### src/rtl/mips_pkg.sv
// Shared encodings, FSM states and decoded-instruction record for the
// multi-cycle MIPS-subset core.
package mips_pkg;

  localparam logic [5:0] OP_RTYPE = 6'b000000;
  localparam logic [5:0] OP_ADDIU = 6'b001001;
  localparam logic [5:0] OP_BEQ   = 6'b000100;

  localparam logic [5:0] FN_ADDU  = 6'b100001;
  localparam logic [5:0] FN_SUBU  = 6'b100011;
  localparam logic [5:0] FN_AND   = 6'b100100;
  localparam logic [5:0] FN_OR    = 6'b100101;
  localparam logic [5:0] FN_SLT   = 6'b101010;

  typedef enum logic [2:0] {
    ST_IDLE, ST_FETCH, ST_DECODE, ST_READ, ST_EXEC, ST_WB, ST_DONE
  } state_e;

  typedef enum logic [2:0] {
    ALU_ADD, ALU_SUB, ALU_AND, ALU_OR, ALU_SLT
  } alu_op_e;

  typedef struct packed {
    logic [4:0]  rs;
    logic [4:0]  rt;
    logic [4:0]  dest;
    logic [15:0] imm;
    alu_op_e     alu_op;
    logic        use_imm;
    logic        is_branch;
    logic        valid;
  } dec_t;

  function automatic dec_t decode(input logic [31:0] ir);
    dec_t d;
    d.rs        = ir[25:21];
    d.rt        = ir[20:16];
    d.dest      = 5'd0;
    d.imm       = ir[15:0];
    d.alu_op    = ALU_ADD;
    d.use_imm   = 1'b0;
    d.is_branch = 1'b0;
    d.valid     = 1'b0;
    case (ir[31:26])
      OP_RTYPE: begin
        d.dest  = ir[15:11];
        d.valid = 1'b1;
        case (ir[5:0])
          FN_ADDU: d.alu_op = ALU_ADD;
          FN_SUBU: d.alu_op = ALU_SUB;
          FN_AND:  d.alu_op = ALU_AND;
          FN_OR:   d.alu_op = ALU_OR;
          FN_SLT:  d.alu_op = ALU_SLT;
          default: d.valid  = 1'b0;
        endcase
      end
      OP_ADDIU: begin
        d.dest    = ir[20:16];
        d.use_imm = 1'b1;
        d.valid   = 1'b1;
      end
      // beq reuses the ALU only for its equality output
      OP_BEQ: begin
        d.is_branch = 1'b1;
        d.valid     = 1'b1;
      end
      default: ;
    endcase
    return d;
  endfunction

endpackage

### src/rtl/mips_alu.sv
// Combinational ALU: add/sub/and/or/signed set-less-than plus an equality flag.
module mips_alu
  import mips_pkg::*;
#(
  parameter int DATA_W = 8
) (
  input  logic [DATA_W-1:0] a,
  input  logic [DATA_W-1:0] b,
  input  alu_op_e           alu_op,
  output logic [DATA_W-1:0] result,
  output logic              eq
);

  always_comb begin
    result = '0;
    case (alu_op)
      ALU_ADD: result = a + b;
      ALU_SUB: result = a - b;
      ALU_AND: result = a & b;
      ALU_OR:  result = a | b;
      ALU_SLT: result = {{(DATA_W-1){1'b0}}, ($signed(a) < $signed(b))};
      default: result = '0;
    endcase
  end

  assign eq = (a == b);

endmodule

### src/rtl/mips_multicycle_core.sv
// Five-state-per-instruction MIPS-subset core with loadable instruction
// memory, start/done handshake, sticky illegal flag and retired counter.
module mips_multicycle_core
  import mips_pkg::*;
#(
  parameter  int DATA_W     = 8,
  parameter  int IMEM_DEPTH = 8,
  parameter  int CNT_W      = 16,
  localparam int PC_W       = $clog2(IMEM_DEPTH)
) (
  input  logic              clk,
  input  logic              reset,
  input  logic              imem_we,
  input  logic [PC_W-1:0]   imem_waddr,
  input  logic [31:0]       imem_wdata,
  input  logic [PC_W:0]     max_pc,
  input  logic              start,
  input  logic [4:0]        out_addr,
  output logic [DATA_W-1:0] out_data,
  output logic              busy,
  output logic              done,
  output logic              illegal,
  output logic [CNT_W-1:0]  retired
);

  state_e            state_q;
  logic [PC_W:0]     pc_q, max_pc_q, pc_d, br_off;
  logic [31:0]       ir_q;
  dec_t              dec_q;
  logic [DATA_W-1:0] a_q, b_q, res_q, alu_b, alu_res;
  logic              taken_q, busy_q, done_q, illegal_q, alu_eq, idle_or_done;
  logic [CNT_W-1:0]  retired_q;
  logic [DATA_W-1:0] rf_q [32];
  logic [31:0]       imem_q [IMEM_DEPTH];

  assign idle_or_done = (state_q == ST_IDLE) || (state_q == ST_DONE);
  assign alu_b        = dec_q.use_imm ? DATA_W'($signed(dec_q.imm)) : b_q;
  // Branch target arithmetic wraps in PC_W+1 bits so it can be compared to max_pc
  assign br_off       = (PC_W+1)'($signed(dec_q.imm));
  assign pc_d         = pc_q + (PC_W+1)'(1) + (taken_q ? br_off : '0);

  mips_alu #(.DATA_W(DATA_W)) u_alu (
    .a      (a_q),
    .b      (alu_b),
    .alu_op (dec_q.alu_op),
    .result (alu_res),
    .eq     (alu_eq)
  );

  always_ff @(posedge clk) begin
    if (imem_we && idle_or_done) imem_q[imem_waddr] <= imem_wdata;
  end

  always_ff @(posedge clk or posedge reset) begin
    if (reset) begin
      state_q   <= ST_IDLE;
      pc_q      <= '0;
      max_pc_q  <= '0;
      ir_q      <= '0;
      dec_q     <= '0;
      a_q       <= '0;
      b_q       <= '0;
      res_q     <= '0;
      taken_q   <= 1'b0;
      busy_q    <= 1'b0;
      done_q    <= 1'b0;
      illegal_q <= 1'b0;
      retired_q <= '0;
    end else begin
      case (state_q)
        ST_IDLE, ST_DONE: begin
          if (start) begin
            pc_q      <= '0;
            illegal_q <= 1'b0;
            retired_q <= '0;
            max_pc_q  <= max_pc;
            if (max_pc == '0) begin
              state_q <= ST_DONE;
              busy_q  <= 1'b0;
              done_q  <= 1'b1;
            end else begin
              state_q <= ST_FETCH;
              busy_q  <= 1'b1;
              done_q  <= 1'b0;
            end
          end
        end
        ST_FETCH: begin
          ir_q    <= imem_q[pc_q[PC_W-1:0]];
          state_q <= ST_DECODE;
        end
        ST_DECODE: begin
          dec_q   <= decode(ir_q);
          state_q <= ST_READ;
        end
        ST_READ: begin
          a_q     <= rf_q[dec_q.rs];
          b_q     <= rf_q[dec_q.rt];
          state_q <= ST_EXEC;
        end
        ST_EXEC: begin
          res_q   <= alu_res;
          taken_q <= dec_q.is_branch && alu_eq;
          state_q <= ST_WB;
        end
        ST_WB: begin
          if (!dec_q.valid) illegal_q <= 1'b1;
          if (retired_q != '1) retired_q <= retired_q + CNT_W'(1);
          pc_q <= pc_d;
          if (pc_d >= max_pc_q) begin
            state_q <= ST_DONE;
            busy_q  <= 1'b0;
            done_q  <= 1'b1;
          end else begin
            state_q <= ST_FETCH;
          end
        end
        default: begin
          state_q <= ST_IDLE;
          busy_q  <= 1'b0;
          done_q  <= 1'b0;
        end
      endcase
    end
  end

  // Entry 0 is never written, so it stays at its reset value of zero
  always_ff @(posedge clk or posedge reset) begin
    if (reset) begin
      for (int i = 0; i < 32; i++) rf_q[i] <= '0;
    end else if (state_q == ST_WB && dec_q.valid && !dec_q.is_branch && dec_q.dest != 5'd0) begin
      rf_q[dec_q.dest] <= res_q;
    end
  end

  assign out_data = (out_addr == 5'd0) ? '0 : rf_q[out_addr];
  assign busy     = busy_q;
  assign done     = done_q;
  assign illegal  = illegal_q;
  assign retired  = retired_q;

endmodule

### config.mk
export PLATFORM = sky130hd
export DESIGN_NAME = mips_multicycle_core
export DESIGN_NICKNAME = d
export VERILOG_FILES = /design/src/rtl/mips_pkg.sv /design/src/rtl/mips_alu.sv /design/src/rtl/mips_multicycle_core.sv
export SDC_FILE = /design/constraint.sdc
export NUM_CORES = 1
export LEC_CHECK = 0
export ABC_CLOCK_PERIOD_IN_PS = 10350
export BUFFER_PORTS_ARGS = -buffer_cell sky130_fd_sc_hd__buf_2
export CAP_MARGIN = 20
export CELL_PAD_IN_SITES_DETAIL_PLACEMENT = 1
export CELL_PAD_IN_SITES_GLOBAL_PLACEMENT = 1
export CORE_MARGIN = 2
export CORE_UTILIZATION = 41
export DETAILED_ROUTE_END_ITERATION = 12
export GPL_ROUTABILITY_DRIVEN = 0
export HOLD_SLACK_MARGIN = 0.02
export PLACE_DENSITY = 0.69
export SYNTH_ARGS = -nofsm -noshare
export SYNTH_HDL_FRONTEND = slang
export SYNTH_SLANG_ARGS = --single-unit
### constraint.sdc
create_clock -name clk -period 10.35 [get_ports clk]
set_input_delay 1.035 -clock clk [delete_from_list [all_inputs] [get_ports clk]]
set_output_delay 1.035 -clock clk [all_outputs]
set_load 0.05 [all_outputs]
==> results.ini, run 1 <==
[outcome]
outcome=complete, no violations

[sta]
maxSlewViolCount=0
period_needed_ps=5121
finalHoldViolations=0
worstMarginPinSlew_ps=1137
tns_ps=0
clock.fmax_mhz=195.3
fin_crit_sh=0.4947
skew_ps=36.56
max_slew_margin=0.2417
finalSetupViolCount=0
rsz0062_at_grt=no

[die]
die_w_um=275.4
die_y_um=275.4
dieArea_um2=75850
start_util=0.4140
core_um2=72960
rows=99
ioPinCount=75

[route]
drc=0
drt-total-wl_um=84510
drtPass1Iterations=6
drtIter0Drc=1494
ant_nets=0
viasPerCell=6.078
routedWlPerCell_um=27.47
vias=18700

[global_route]
antenna_found_initial=2
grt_pass1_wl_um=129300
grt_pass1_vias=20390
grt_overflow_total=0
grt_max_degree=151
grt_use_total=0.2285

[yosys]
yosysUniqueCellTypes=58
ys_ff_latch=601
synth-edff-count=232
synth.area.top_cells=dfrtp_1, edfxtp_1, mux4_2
synth_cells=2029
yosys.area.top_type=dfrtp_1
synthArstFlopShare=0.6140
syn_area_um2=30200
syn_avg_cell_area_um2=14.89
ys.warnings.count=0
netlist.area_leader.share=0.3057
ys_seq_area_frac=0.5364
synth_nets=2112
ys.flop_type=dfrtp_1

[placed_design]
dpl.hpwl_um=51640
portBuffers=71

[critical_path]
cp-end-kind=output pin
crit_start=out_addr[0]
r2r_cells=6
setup.worst_path.end=out_data[4]
worstPathArrival_ps=4090
startpoint_type=primary input
path_max_fanout=42
required_ps=9320
r2r-start=dec_q[27]
path_class=in -> out
reg2reg_slack_ps=6880
r2r_end=b_q[3]

[clock_tree]
cts_hold_buf=0
clk_pin_slew_ps=50
root_buffer=clkbuf_16
cts.sinks=601
post-cts-setup-buffer-count=0
h-tree-depth=3
ctsResizeCount=0
clock_latency_ps=640
cts_made_buffers=70
cts.path.max_buffers=3
cts_tree=built

[final_layout]
layout_commonest_cell=dfrtp_1
fin_util=0.4673
fin_nets=2143
drive_gt1_frac=0.3724
layout_common_cells=dfrtp_1, mux4_2, mux2_2
area_growth_syn_to_layout_pct=12.88

[pwr]
p_leak_nw=13.58
ir_drop_mv=0.1860
finalPower_mw=7.326
powerDensity_nw_per_um2=214.9

[hold_path]
min_path_type=reg -> reg

[flow_run]
drv_cap=0

[layer usage]
layer / vias up / global-route usage / share of wire
li1: 7908 / - / -
met1: 10050 / 0.2914 / 0.41
met2: 544 / 0.3862 / 0.50
met3: 187 / 0.04237 / 0.053
met4: 4 / 0.09090 / 0.038
met5: - / 0 / 0.00032
[sequential cells by signal (all words and copies together), names as in the netlist]
name	flops
res_q	8
dec_q	25
state_q	3
done	1
retired	16
taken_q	1
ir_q	29
b_q	8
a_q	8
illegal	1
max_pc_q	4
busy	1
pc_q	4
br_off	4
imem_q	232
rf_q	256
[synthesized netlist by cell type (all sizes together), types with 32 or more instances]
cell	number
edfxtp	232
nor2	98
inv	39
clkbuf	120
nand2	154
a22oi	67
mux4	266
ha	32
dfrtp	369
o21ai	52
buf	39
mux2i	48
mux2	250
a21oi	89
[worst min path at each step]
stage / from / endpoint / depth (start not counted) / slack [ps]
global route: rf_q[252] / rf_q[252] / 0 / 430
detailed placement: rf_q[255] / rf_q[255] / 0 / 410
CTS: rf_q[255] / rf_q[255] / 0 / 420
floorplan: ir_q[6] / dec_q[12] / 2 / 440
finish: rf_q[250] / rf_q[250] / 0 / 420
global placement: rf_q[251] / rf_q[251] / 0 / 400
[worst max-delay path: stages]
cell and delay (ps):
buf_4 430, buf_4 800, mux4_2 620, mux4_2 540, nand2_1 90, o21ai_0 200
buf_2 290
[cell type report]
class	instances	area, um^2
clock inverter	31	439.2
antenna	1	2.502
inverter	39	150.1
timing repair buffer	118	845.8
fill	7099	38870
sequential	601	16220
clock buffer	97	1953
tap	959	1200
multi-input combinational	1230	13290
[through the flow]
stage               instance area [um^2]  cells  hold WS (ps)  setup WS [ps]
global placement                   31510   2938         395.5           5197
detailed placement                 31510   2938         405.5           5195
floorplan                          30210   2029         439.4           4363
global route                       34090   3075         432.9           5090
finish                             34090   3076         420.2           5229
CTS                                33900   3066         418.6           5197
[cells by family after synthesis]
| kind of cell | share of synthesized area |
|---|---|
| DFF | 0.5364 |
| muxes | 0.3075 |
| adders and majority gates | 0.01524 |
| buffers and inverters | 0.02589 |
| AOI/OAI and AO/OA | 0.05174 |
| and+or+nand+nor | 0.05862 |
| xor gates and xnor gates | 0.004640 |
[report_power, final]
| group | total [mW] | switching [mW] | internal, mW | leakage [nW] |
|---|---|---|---|---|
| clock | 2.57 | 1.05 | 1.52 | 1.17 |
| combinational | 1.70 | 1.00 | 0.700 | 5.32 |
| sequential | 3.05 | 0.372 | 2.68 | 7.09 |
| total | 7.33 | 2.43 | 4.90 | 13.6 |
No activity file was read; power rests on OpenSTA's default activity.
==> run 2: changes to the inputs <==
--- a/config.mk
+++ b/config.mk
@@ -5,7 +5,7 @@
 export SDC_FILE = /design/constraint.sdc
 export NUM_CORES = 1
 export LEC_CHECK = 0
-export ABC_CLOCK_PERIOD_IN_PS = 10350
+export ABC_CLOCK_PERIOD_IN_PS = 5350
 export BUFFER_PORTS_ARGS = -buffer_cell sky130_fd_sc_hd__buf_2
 export CAP_MARGIN = 20
 export CELL_PAD_IN_SITES_DETAIL_PLACEMENT = 1
@@ -15,7 +15,7 @@
 export DETAILED_ROUTE_END_ITERATION = 12
 export GPL_ROUTABILITY_DRIVEN = 0
 export HOLD_SLACK_MARGIN = 0.02
-export PLACE_DENSITY = 0.69
+export PLACE_DENSITY = 0.67
 export SYNTH_ARGS = -nofsm -noshare
 export SYNTH_HDL_FRONTEND = slang
 export SYNTH_SLANG_ARGS = --single-unit
==> constraint.sdc (replaced) <==
create_clock -name clk -period 5.35 [get_ports clk]
set_input_delay 0.535 -clock clk [delete_from_list [all_inputs] [get_ports clk]]
set_output_delay 0.535 -clock clk [all_outputs]
set_load 0.05 [all_outputs]
==> run 2 against run 1 <==
Effect of this change: sequential cell count is the same; critical path type unchanged; critical path depth is the same; final cell count is essentially flat; routed wire length shrank 1.5%; clock power grew 87%.
==> results.ini, run 2 (same netlist as run 1, synthesis figures left out) <==
[final_layout]
multi_input_area_um2=13290  ; unchanged
layout_common_cells=dfrtp_1, mux4_2, mux2_2  ; unchanged
seq_area_um2=16220  ; unchanged
layout_commonest_cell=dfrtp_1  ; unchanged
regMostFlops=rf_q  ; unchanged
fin_nets=2143  ; unchanged
top_regs=rf_q (256), imem_q (232), ir_q (29)  ; unchanged
fillCellCount=7163  ; was 7099
fin_util=0.4668  ; was 0.4673
fin_area_um2=34060  ; was 34090 um^2
largest_reg_flops=256  ; unchanged
drive_gt1_frac=0.3737  ; was 0.3724
area_growth_syn_to_layout_pct=12.76  ; was 12.88%

[die]
start_util=0.4140  ; unchanged
die_y_um=275.4  ; unchanged
ioPinCount=75  ; unchanged
core_um2=72960  ; unchanged
die_w_um=275.4  ; unchanged
dieArea_um2=75850  ; unchanged
rows=99  ; unchanged

[critical_path]
worstPathArrival_ps=3280  ; was 4090 ps
path_class=in -> out  ; unchanged
r2r_cells=5  ; was 6
r2r-start=state_q[0]  ; was dec_q[27]
worstPathCellList=buf_4 -> buf_4 -> mux4_2 -> mux4_2 -> nand2_1 -> o21ai_0 -> buf_2  ; unchanged
setup.worst_path.end=out_data[3]  ; was out_data[4]
r2r_end=rf_q[196]  ; was b_q[3]
path_max_fanout=37  ; was 42
cp-end-kind=output pin  ; unchanged
cpPeakStageDelay_ps=640  ; was 800 ps
required_ps=4820  ; was 9320 ps
startpoint_type=primary input  ; unchanged
crit_slowest_cell=buf_4  ; unchanged
crit_start=out_addr[0]  ; unchanged
reg2reg_slack_ps=1900  ; was 6880 ps

[clock_tree]
cts_made_buffers=71  ; was 70
ctsResizeCount=0  ; unchanged
cts_tree=built  ; unchanged
root_buffer=clkbuf_16  ; unchanged
post-cts-setup-buffer-count=0  ; unchanged
h-tree-depth=3  ; unchanged
clk_pin_slew_ps=60  ; was 50 ps
cts.sinks=601  ; unchanged
cts_hold_buf=0  ; unchanged
clock_latency_ps=620  ; was 640 ps
cts.path.max_buffers=3  ; unchanged

[placed_design]
portBuffers=71  ; unchanged
post_dp_cell_area_um2=31570  ; was 31510 um^2
place_ws_ps=1474  ; was 5195 ps
dpl.hpwl_um=52970  ; was 51640 um

[sta]
fin_crit_sh=0.7127
skew_ps=26.78  ; was 36.56 ps
finalHoldViolations=0  ; unchanged
tns_ps=0  ; unchanged
rsz0062_at_grt=no  ; unchanged
maxSlewViolCount=0  ; unchanged
max_slew_margin=0.2471  ; was 0.2417
clock.fmax_mhz=262.3
period_needed_ps=3813
finalSetupViolCount=0  ; unchanged
worstMarginPinSlew_ps=1127  ; was 1137 ps
fin_ws_ps=1537  ; was 5229 ps

[hold_path]
min_path_type=in -> async  ; was reg -> reg

[outcome]
outcome=complete, no violations  ; unchanged

[route]
routedWlPerCell_um=27.07  ; was 27.47 um
vias=18450  ; was 18700
drt-total-wl_um=83220  ; was 84510 um
drc=0  ; unchanged
drtPass1Iterations=5  ; was 6
viasPerCell=6.001  ; was 6.078
ant_nets=0  ; unchanged
drtIter0Drc=1445  ; was 1494

[pwr]
p_int_mw=9.424  ; was 4.899 mW
ir_drop_mv=0.3105  ; was 0.1860 mV
p_leak_nw=13.56  ; was 13.58 nW
p_seq_frac=0.423  ; was 0.417
powerDensity_nw_per_um2=411.3  ; was 214.9 nW/um^2
swShare=0.3272  ; was 0.3314
pwr-share-clk=0.343  ; was 0.351
p_sw_mw=4.584  ; was 2.428 mW
combPwrFrac=0.234  ; was 0.233

[global_route]
grt_pass1_wl_um=126500  ; was 129300 um
grt_pass1_vias=19840  ; was 20390
grt_max_degree=134  ; was 151
grt_overflow_total=0  ; unchanged
grt_use_total=0.2237  ; was 0.2285
antenna_found_initial=4  ; was 2

[flow_run]
drv_cap=0  ; unchanged

==> run 2: cell types whose count changed in the layout (fill, tap and decap cells not counted), sizes merged <==
| cell | previous run | this run |
|---|---|---|
| bufinv | 7 | 5 |
| clkbuf | 97 | 94 |
| buf | 118 | 117 |
| inv | 43 | 44 |
| clkinv | 18 | 21 |
==> run 2: worst min-delay path by stage <==
stage,from,end,cells past startpoint
6_report,reset,rf_q[197],2
5_1_grt,reset,rf_q[197],2
2_1_floorplan,ir_q[6],dec_q[12],2
4_1_cts,reset,rf_q[197],2
3_5_place_dp,rf_q[252],rf_q[252],0
3_3_place_gp,rf_q[250],rf_q[250],0
==> run 2: final cells by class <==
type                       count  area share
clock buffer                  94     0.05794
sequential                   601      0.4762
timing repair buffer         117     0.02587
clock inverter                33     0.01018
antenna                        1  0.00007348
inverter                      39    0.004409
tap                          959     0.03523
multi-input combinational   1230      0.3901
==> run 2: power by group through the flow <==
stage | clock network (mW) | registers [mW] | logic (mW)
after floorplan | 0 | 5.51 | 2.61
after global placement | 0 | 6.00 | 3.18
after detailed placement | 0 | 6.03 | 3.25
after CTS | 4.92 | 5.94 | 3.27
after global routing | 5.08 | 6.01 | 3.55
final | 4.80 | 5.93 | 3.28
==> run 2: critical path, delay by kind of cell <==
kind,cells,cell delay [ps]
and+or+nand+nor,1,100
buffers and inverters,3,1350
AOI/OAI and AO/OA,1,90
muxes,2,1160
==> run 2: stage by stage <==
stage / cells / hold WS [ps] / power [mW]
6_report: 3074 / 74.76 / 14.01
2_1_floorplan: 2029 / 439.4 / 8.118
5_1_grt: 3073 / 122.2 / 14.63
4_1_cts: 3066 / 70.06 / 14.13
3_5_place_dp: 2939 / 406.4 / 9.275
3_3_place_gp: 2938 / 398.1 / 9.181
==> run 2: metal layers <==
metal,track usage,wire [um],share of wire,vias up
li1,-,-,-,7909
met1,0.2911,34720,0.42,9841
met2,0.3821,41840,0.50,515
met3,0.03610,4058,0.049,176
met4,0.07511,2571,0.031,6
met5,0,32,0.00038,-
